--- src/rtl/gpio_emu_mul.sv ---
// Memory-mapped 32x32 unsigned multiplier slave on the emulated GPIO/system bus.
// Bus strobes are synchronised and edge-detected, and the product is built radix-256 over 4 cycles.
module gpio_emu_mul #(
    parameter logic [15:0] ADDR_A1   = 16'h037F,
    parameter logic [15:0] ADDR_A2   = 16'h0388,
    parameter logic [15:0] ADDR_RES  = 16'h0390,
    parameter logic [15:0] ADDR_RESH = 16'h0394,
    parameter logic [15:0] ADDR_STAT = 16'h0398,
    parameter logic [15:0] ADDR_CTRL = 16'h03A0,
    parameter logic [15:0] ADDR_GPIN = 16'h03A8
) (
    input  logic        clk,
    input  logic        n_reset,
    input  logic [15:0] saddress,
    input  logic        srd,
    input  logic        swr,
    input  logic [31:0] sdata_in,
    output logic [31:0] sdata_out,
    input  logic [31:0] gpio_in,
    input  logic        gpio_latch,
    output logic [31:0] gpio_out,
    output logic [31:0] gpio_in_s_insp
);

    typedef enum logic [1:0] {
        ST_IDLE = 2'd0,
        ST_RUN  = 2'd1,
        ST_DONE = 2'd2
    } state_t;

    // Strobes may arrive asynchronously: {gpio_latch, swr, srd}
    logic [2:0] strobe_raw;
    logic [2:0] strobe_rise;
    logic       rd_rise;
    logic       wr_rise;
    logic       latch_rise;

    assign strobe_raw = {gpio_latch, swr, srd};

    generate
        for (genvar gi = 0; gi < 3; gi++) begin : g_sync
            logic meta_reg;
            logic sync_reg;
            logic prev_reg;

            always_ff @(posedge clk or posedge n_reset) begin
                if (n_reset) begin
                    meta_reg <= 1'b0;
                    sync_reg <= 1'b0;
                    prev_reg <= 1'b0;
                end else begin
                    meta_reg <= strobe_raw[gi];
                    sync_reg <= meta_reg;
                    prev_reg <= sync_reg;
                end
            end

            assign strobe_rise[gi] = sync_reg & ~prev_reg;
        end
    endgenerate

    assign rd_rise    = strobe_rise[0];
    assign wr_rise    = strobe_rise[1];
    assign latch_rise = strobe_rise[2];

    state_t      state_reg;
    state_t      state_next;
    logic        start_cmd;
    logic        busy;
    logic        done;
    logic        load_ops;
    logic        finish;

    logic [31:0] a1_reg;
    logic [31:0] a2_reg;
    logic [31:0] op_a_reg;
    logic [31:0] op_b_reg;
    logic [63:0] acc_reg;
    logic [63:0] product_reg;
    logic [1:0]  step_reg;
    logic [31:0] sdata_out_reg;
    logic [31:0] gpio_out_reg;
    logic [31:0] gpio_in_s_insp_reg;

    logic [7:0]  b_byte;
    logic [39:0] partial_prod;
    logic [63:0] partial_shifted;
    logic [63:0] acc_next;
    logic [31:0] rd_data;

    assign start_cmd = wr_rise && (saddress == ADDR_CTRL);

    always_ff @(posedge clk or posedge n_reset) begin
        if (n_reset) begin
            state_reg <= ST_IDLE;
        end else begin
            state_reg <= state_next;
        end
    end

    always_comb begin
        state_next = state_reg;
        case (state_reg)
            ST_IDLE, ST_DONE: if (start_cmd) state_next = ST_RUN;
            ST_RUN:           if (step_reg == 2'd3) state_next = ST_DONE;
            default:          state_next = ST_IDLE;
        endcase
    end

    // A start request during RUN is simply dropped.
    always_comb begin
        busy     = (state_reg == ST_RUN);
        done     = (state_reg == ST_DONE);
        load_ops = start_cmd && (state_reg != ST_RUN);
        finish   = (state_reg == ST_RUN) && (step_reg == 2'd3);
    end

    // One 32x8 partial product per cycle, weighted by the byte position of B.
    assign b_byte          = op_b_reg[{step_reg, 3'b000} +: 8];
    assign partial_prod    = {8'b0, op_a_reg} * {32'b0, b_byte};
    assign partial_shifted = {24'b0, partial_prod} << {step_reg, 3'b000};
    assign acc_next        = acc_reg + partial_shifted;

    always_comb begin
        rd_data = 32'b0;
        case (saddress)
            ADDR_A1:   rd_data = a1_reg;
            ADDR_A2:   rd_data = a2_reg;
            ADDR_RES:  rd_data = product_reg[31:0];
            ADDR_RESH: rd_data = product_reg[63:32];
            ADDR_STAT: rd_data = {30'b0, done, busy};
            ADDR_GPIN: rd_data = gpio_in_s_insp_reg;
            default:   rd_data = 32'b0;
        endcase
    end

    always_ff @(posedge clk or posedge n_reset) begin
        if (n_reset) begin
            a1_reg             <= 32'b0;
            a2_reg             <= 32'b0;
            op_a_reg           <= 32'b0;
            op_b_reg           <= 32'b0;
            acc_reg            <= 64'b0;
            product_reg        <= 64'b0;
            step_reg           <= 2'd0;
            sdata_out_reg      <= 32'b0;
            gpio_out_reg       <= 32'b0;
            gpio_in_s_insp_reg <= 32'b0;
        end else begin
            if (wr_rise && (saddress == ADDR_A1)) a1_reg <= sdata_in;
            if (wr_rise && (saddress == ADDR_A2)) a2_reg <= sdata_in;

            // Working copies let the host reload A1/A2 while a multiply runs.
            if (load_ops) begin
                op_a_reg    <= a1_reg;
                op_b_reg    <= a2_reg;
                acc_reg     <= 64'b0;
                product_reg <= 64'b0;
                step_reg    <= 2'd0;
            end else if (busy) begin
                acc_reg  <= acc_next;
                step_reg <= step_reg + 2'd1;
                if (finish) begin
                    product_reg  <= acc_next;
                    gpio_out_reg <= acc_next[31:0];
                end
            end

            if (rd_rise)    sdata_out_reg      <= rd_data;
            if (latch_rise) gpio_in_s_insp_reg <= gpio_in;
        end
    end

    assign sdata_out      = sdata_out_reg;
    assign gpio_out       = gpio_out_reg;
    assign gpio_in_s_insp = gpio_in_s_insp_reg;

endmodule

--- config.mk ---
export PLATFORM = sky130hd
export DESIGN_NAME = gpio_emu_mul
export DESIGN_NICKNAME = d
export VERILOG_FILES = /design/src/rtl/gpio_emu_mul.sv
export SDC_FILE = /design/constraint.sdc
export NUM_CORES = 2
export LEC_CHECK = 0
export ABC_AREA = 1
export CORE_ASPECT_RATIO = 1.25
export CORE_MARGIN = 1
export CORE_UTILIZATION = 29
export CTS_BUF_LIST = sky130_fd_sc_hd__clkbuf_16
export CTS_CLUSTER_DIAMETER = 200
export DETAILED_ROUTE_END_ITERATION = 7
export SKIP_LAST_GASP = 1
export SLEW_MARGIN = 15
export SYNTH_ARGS = -nofsm -noshare
export SYNTH_HDL_FRONTEND = slang
export SYNTH_SLANG_ARGS = --single-unit
--- constraint.sdc ---
create_clock -name clk -period 15.7 [get_ports clk]
set_input_delay 1.57 -clock clk [delete_from_list [all_inputs] [get_ports clk]]
set_output_delay 1.57 -clock clk [all_outputs]
set_load 0.005 [all_outputs]
# Word-level counts from Yosys, hierarchy flattened
# Cells that the tools add are included.
# word_totals
ff_bits,365
latch_bits,0
ram_bits,0
rom_bits,0
inputBits,85
word_cells,68
memories,0
# op_classes
addsub,2
n_mul,1
div,0
order_cmp,0
eq_ne,13
n_shift,2
mux,11
bitwise_logic,7
n_reduce_logical,12
# ops
op,count
64-bit 2-to-1 mux,5
32-bit case mux with 6 select lines,1
"16-bit by 10-bit == test with 1-bit output, second input constant",7
64-bit adder,1
40-bit by 5-bit left shift with 64-bit output,1
32-bit by 8-bit multiplier with 40-bit output,1
32-bit by 6-bit variable part select with 8-bit output,1
2-bit 2-to-1 mux,4
1-bit logical AND,5
"2-bit == test, second input constant",2
"2-bit by 1-bit != test with 1-bit output, second input constant",2
1-bit inverter,4
2-bit case mux with 2 select lines,1
2-bit AND reduction,2
2-bit nonzero test,2
1-bit AND,3
3-bit AND reduction,1
"2-bit by 1-bit adder with 2-bit output, second input constant",1
"2-bit by 1-bit == test with 1-bit output, second input constant",1
2-bit logical NOT,1
"2-bit != test, second input constant",1
2-bit OR reduction,1

# Longest topological paths before layout
# logic_depth
ltp_word,7
ltp_mapped,45
depth_no_buf,43

# Worst setup path after synthesis
# OpenSTA, ideal clock, no wires.
# synth_path
path_type,reg2reg
start,reg step_reg[0]
end,reg product_reg[39]
setup_time_ns,0.131
arrival_time_ns,6.655
required_time_ns,15.569
setup_slack_ns,8.914
stages_incl_launch_ff,40
synth_period_minus_slack_ns,6.786
path_cell_list,dfrtp_1 > buf_2 > clkinv_1 > clkbuf_1 > nand2_1 > nand3_1 > nand2_1 > clkbuf_1 > nor2_1 > fa_1 > fa_1 > fa_1 > inv_1 > fa_1 > inv_1 > ha_1 > a21oi_1 > nor2_1 > (+4 left out) > nand2_1 > nand2_1 > xnor2_1 > nand2_1 > nand3_1 > o21ai_0 > ha_1 > nand2_1 > nor2_1 > inv_1 > nor2_1 > and3_1 > nand2_1 > nand2_1 > a21oi_1 > or2_0 > nand3_1 > o21ai_1
# synth_between
elab_chain_cells,7
# synth_rtl
item,line,source
from (decl),80,logic [1:0] step_reg;
from (signal assigned),162,step_reg <= step_reg + 2'd1;
32-bit by 6-bit variable part select with 8-bit output,119,"assign b_byte = op_b_reg[{step_reg, 3'b000} +: 8];"
32-bit by 8-bit multiplier with 40-bit output,120,"assign partial_prod = {8'b0, op_a_reg} * {32'b0, b_byte};"
40-bit by 5-bit left shift with 64-bit output,121,"assign partial_shifted = {24'b0, partial_prod} << {step_reg, 3'b000};"
64-bit adder,122,assign acc_next = acc_reg + partial_shifted;
64-bit 2-to-1 mux,163,if (finish) begin
64-bit 2-to-1 mux,160,end else if (busy) begin
64-bit 2-to-1 mux,154,if (load_ops) begin
to (signal assigned),164,product_reg <= acc_next;
to (decl),79,logic [63:0] product_reg;
# Several ways; a longest one is shown, not always the timed one. The select of a mux whose other input is x is not followed.
# A chain may end at the register's enable or synchronous reset.

# Worst setup path in the final report
# layout_path
start,reg step_reg[0]
end,reg product_reg[29]
# Same word-level chain as after synthesis.

==> summary.log <==
[run_status] run status completed
[timing] final setup violation count 0
[yosys] leading area contributor after synthesis dfrtp_1
[yosys] fraction of synthesized cell area taken by the top area cell type 32.3%
[yosys] Primary FF master, synth dfrtp_1
[power] worst vdd rail ir drop 73.0 µV
[global_routing] Tot GR Track Use 22.8%
[die] area of the core region 96300 µm²
[global_routing] met3 Resource Use GR 3.06%
[global_routing] initial antenna violation count 5
[die] Die Y-Extent 351 µm
[critical_path] Worst EP arrival 9.14 ns
[power] total power divided by cell area 64.3 nW/µm²
[yosys] number of cells produced by synthesis 3738
[drt] total detailed-routing wirelength 112 mm
[clock_tree] TritonCTS clock tree built
[yosys] EDFF count, synth 0
[critical_path] worst-case reg-to-reg path depth 34
[critical_path] critical path endpoint category flip-flop
[clock_tree] maximum buffer depth of the clock tree 3
[critical_path] endpoint required time on the critical path 16.22 ns
[cells_and_area] layout overhead on the synthesized area 16.3%
[min_path] Hold Path Stages 0
[cells_and_area] ratio of cells with drive above 1 in the final layout 4.52%
[clock_tree] hold buffer count at cts 0
[placement] gpl congestion 1.02
[critical_path] dominant cell type by count on the critical path nand2_1
[critical_path] Crit Path Category flip-flop to flip-flop
[placement] post-detail-place hpwl 90.1 mm
[timing] Fin Setup TNS 0 ns
[yosys] number of warning messages in the yosys log 0
[drt] number of remaining DRC errors 0
[critical_path] category of the worst setup path launch point flip-flop
[power] cell leakage power 15.6 nW
[global_routing] Congestion Overflow GR 0
[clock_tree] root buffer cell clkbuf_16
[yosys] flops & latches, synth 365
[min_path] worst min-delay path startpoint g_sync[0].meta_reg
[die] I/O pins 181
[drt] Initial DRT Pass Iterations 8
[critical_path] CP peak stage delay 0.55 ns
[global_routing] largest net degree at the start of global routing 171
[critical_path] launch instance of the worst register-to-register path step_reg[0]
[yosys] cell types occupying the most area after synthesis dfrtp_1 32%, fa_1 13%, nand2_1 11%
[clock_tree] CTS sink cnt 365
[timing] worst slew margin relative to its limit 27.4%
[timing] final critical delay including setup and external delays 8.62 ns
[yosys] mean instance size in the synthesized netlist 7.57 µm²
[timing] number of pins with negative max-slew slack in the final report 0
[global_routing] Most Crowded Layer GR met2
[clock_tree] H-tree levels 2
[cells_and_area] Final Net Count 4258
[die] Die X 281 µm
[critical_path] launch point of the critical path step_reg[0]
[yosys] synthesized netlist net count 4133
[global_routing] met2 GRT Util 38.0%
[clock_tree] clock latency at the later pin of the worst-skew pair 0.63 ns
[yosys] FFs w/ async S/R, synth 100%
[timing] transition time at the pin with the least slew margin 1.09 ns
[yosys] Unique masters post-synth 58
[drt] via-per-instance ratio 5.00
[placement] Port Buf Inserts 180
[clock_tree] number of instances resized during post-cts repair 0
[timing] Tcrit/Tclk final 54.9%
[critical_path] worst-path cell with the longest stage delay fa_1
[min_path] kind of path behind the tightest hold check flip-flop to flip-flop
[clock_tree] number of CTS-inserted buffers 43
[drt] post-DR wirelength/cell 21.5 µm
[drt] drt first-iter violations 2320
[drt] via count 25913
[yosys] total standard cell area after synthesis 28300 µm²
[die] row cnt 127
[timing] Hold Fails Final Rpt 0
[global_routing] wire length of the first global-routing pass 167 mm
[drt] ANT nets after route 0
[power] total power after layout 2.12 mW
[global_routing] global routing met1 resource utilization 28.8%
[run] total of max-cap violations 0
[timing] setup repair after global routing missed its margin no
[critical_path] Critical Path Fanout Max 64
[timing] maximum clock frequency 0.116 GHz
[die] initial standard-cell utilization of the core 29.4%
[cells_and_area] diodes inserted 0
[timing] final worst hold slack 0.347 ns
[clock_tree] total setup buffers inserted after CTS 0
[die] area enclosed by the die boundary 98900 µm²
[global_routing] number of global-route vias before repair 26132
[clock_tree] clock transition at the registers of the reported paths 0.06 ns
[timing] final worst clock skew 0.0563 ns
[yosys] Seq/Total Area, Yosys 32.3%
-- cell type report --
cell class,count,area [µm²]
fill,10383,63400
multi-input combinational,2647,16400
sequential,365,9140
inverter,593,2230
timing repair buffer,213,2060
tap,1290,1610
clock buffer,43,1080
clock inverter,34,369
-- synth_stat cells (3+ instances only) --
library cell	instances
nand3_2	4
a31oi_1	12
a21boi_2	3
or2_1	7
nand3_1	184
o21a_1	6
a22o_1	29
xnor2_1	19
mux2_2	11
a21boi_0	10
ha_1	129
fa_1	181
nor2_1	437
a21oi_2	6
mux2i_1	3
inv_1	580
inv_2	11
nor3_1	16
o21ai_2	10
buf_4	3
o21ai_1	103
clkbuf_1	88
buf_1	14
a21oi_1	142
nor2_2	11
dfrtp_1	365
nor4_1	4
nand2_1	826
o22ai_1	38
o211ai_1	4
o221ai_1	29
a211oi_1	4
o21bai_1	10
nand2_2	4
o21ai_0	294
a21o_1	9
o31ai_1	3
nand3b_1	11
buf_2	27
xor2_1	37
nand4_1	28
-- power by group --
group / internal (mW) / switching, mW
Combinational: 0.0458 / 0.0540
Clock: 0.603 / 0.455
Sequential: 0.953 / 0.00811
Total: 1.60 / 0.517
-- layer usage --
metal | vias to the layer above | part of all wire, %
met4 | 6 | 5.8
met5 | - | 0.030
met3 | 235 | 5.7
met1 | 12511 | 42
met2 | 954 | 47
li1 | 12207 | -
-- critical path: cells and delay by family, from the launching register on --
| family | cells | cell delay [ns] |
|---|---|---|
| AND/OR/NAND/NOR | 10 | 1.43 |
| AO/OA/AOI/OAI | 10 | 1.96 |
| adder cells (fa/ha/maj) | 6 | 2.79 |
| XOR/XNOR | 2 | 0.83 |
| buffers and inverters | 6 | 1.12 |
| flip-flops | 1 | 0.36 |
-- stage by stage --
| step | cells | util [%] | area (µm²) | worst slack [ns] |
|---|---|---|---|---|
| floorplan | 3738 | - | 28300 | 4.00 |
| global placement | 5108 | 32.7 | 31500 | 7.24 |
| detailed placement | 5108 | 32.7 | 31500 | 7.25 |
| CTS | 5185 | 34.2 | 32900 | 7.21 |
| global route | 5185 | 34.2 | 32900 | 6.49 |
| finish | 5185 | 34.2 | 32900 | 7.08 |
-- kinds of logic after synthesis --
family / synth area share, %
buffers and inverters: 9.79
AO/OA/AOI/OAI: 14.9
XOR/XNOR: 1.73
adder cells (fa/ha/maj): 18.5
flip-flops: 32.3
AND/OR/NAND/NOR: 22.3
multiplexers: 0.544
-- path summary, 6_finish.rpt --
path / endpoint / slack, ns
worst max-delay path: product_reg[29] / 7.08
worst min-delay path: g_sync[0].sync_reg / 0.35
worst max register to register: product_reg[29] / 7.08
worst min register to register: g_sync[0].sync_reg / 0.35
max in group asynchronous: acc_reg[19] / 11.82
min in group asynchronous: sdata_out[29] / 1.50
-- layout by cell type, fill, tap and decap left out, types with 32 or more instances in the layout --
cell type	n
nand2_1	824
inv_1	586
nor2_1	436
dfrtp_1	364
o21ai_0	294
nand3_1	183
fa_1	181
clkdlybuf4s50_1	180
a21oi_1	142
ha_1	129
o21ai_1	103
clkbuf_16	43
o22ai_1	38
xor2_1	37
buf_4	32
Note: power is estimated with default switching activity, not from simulation.
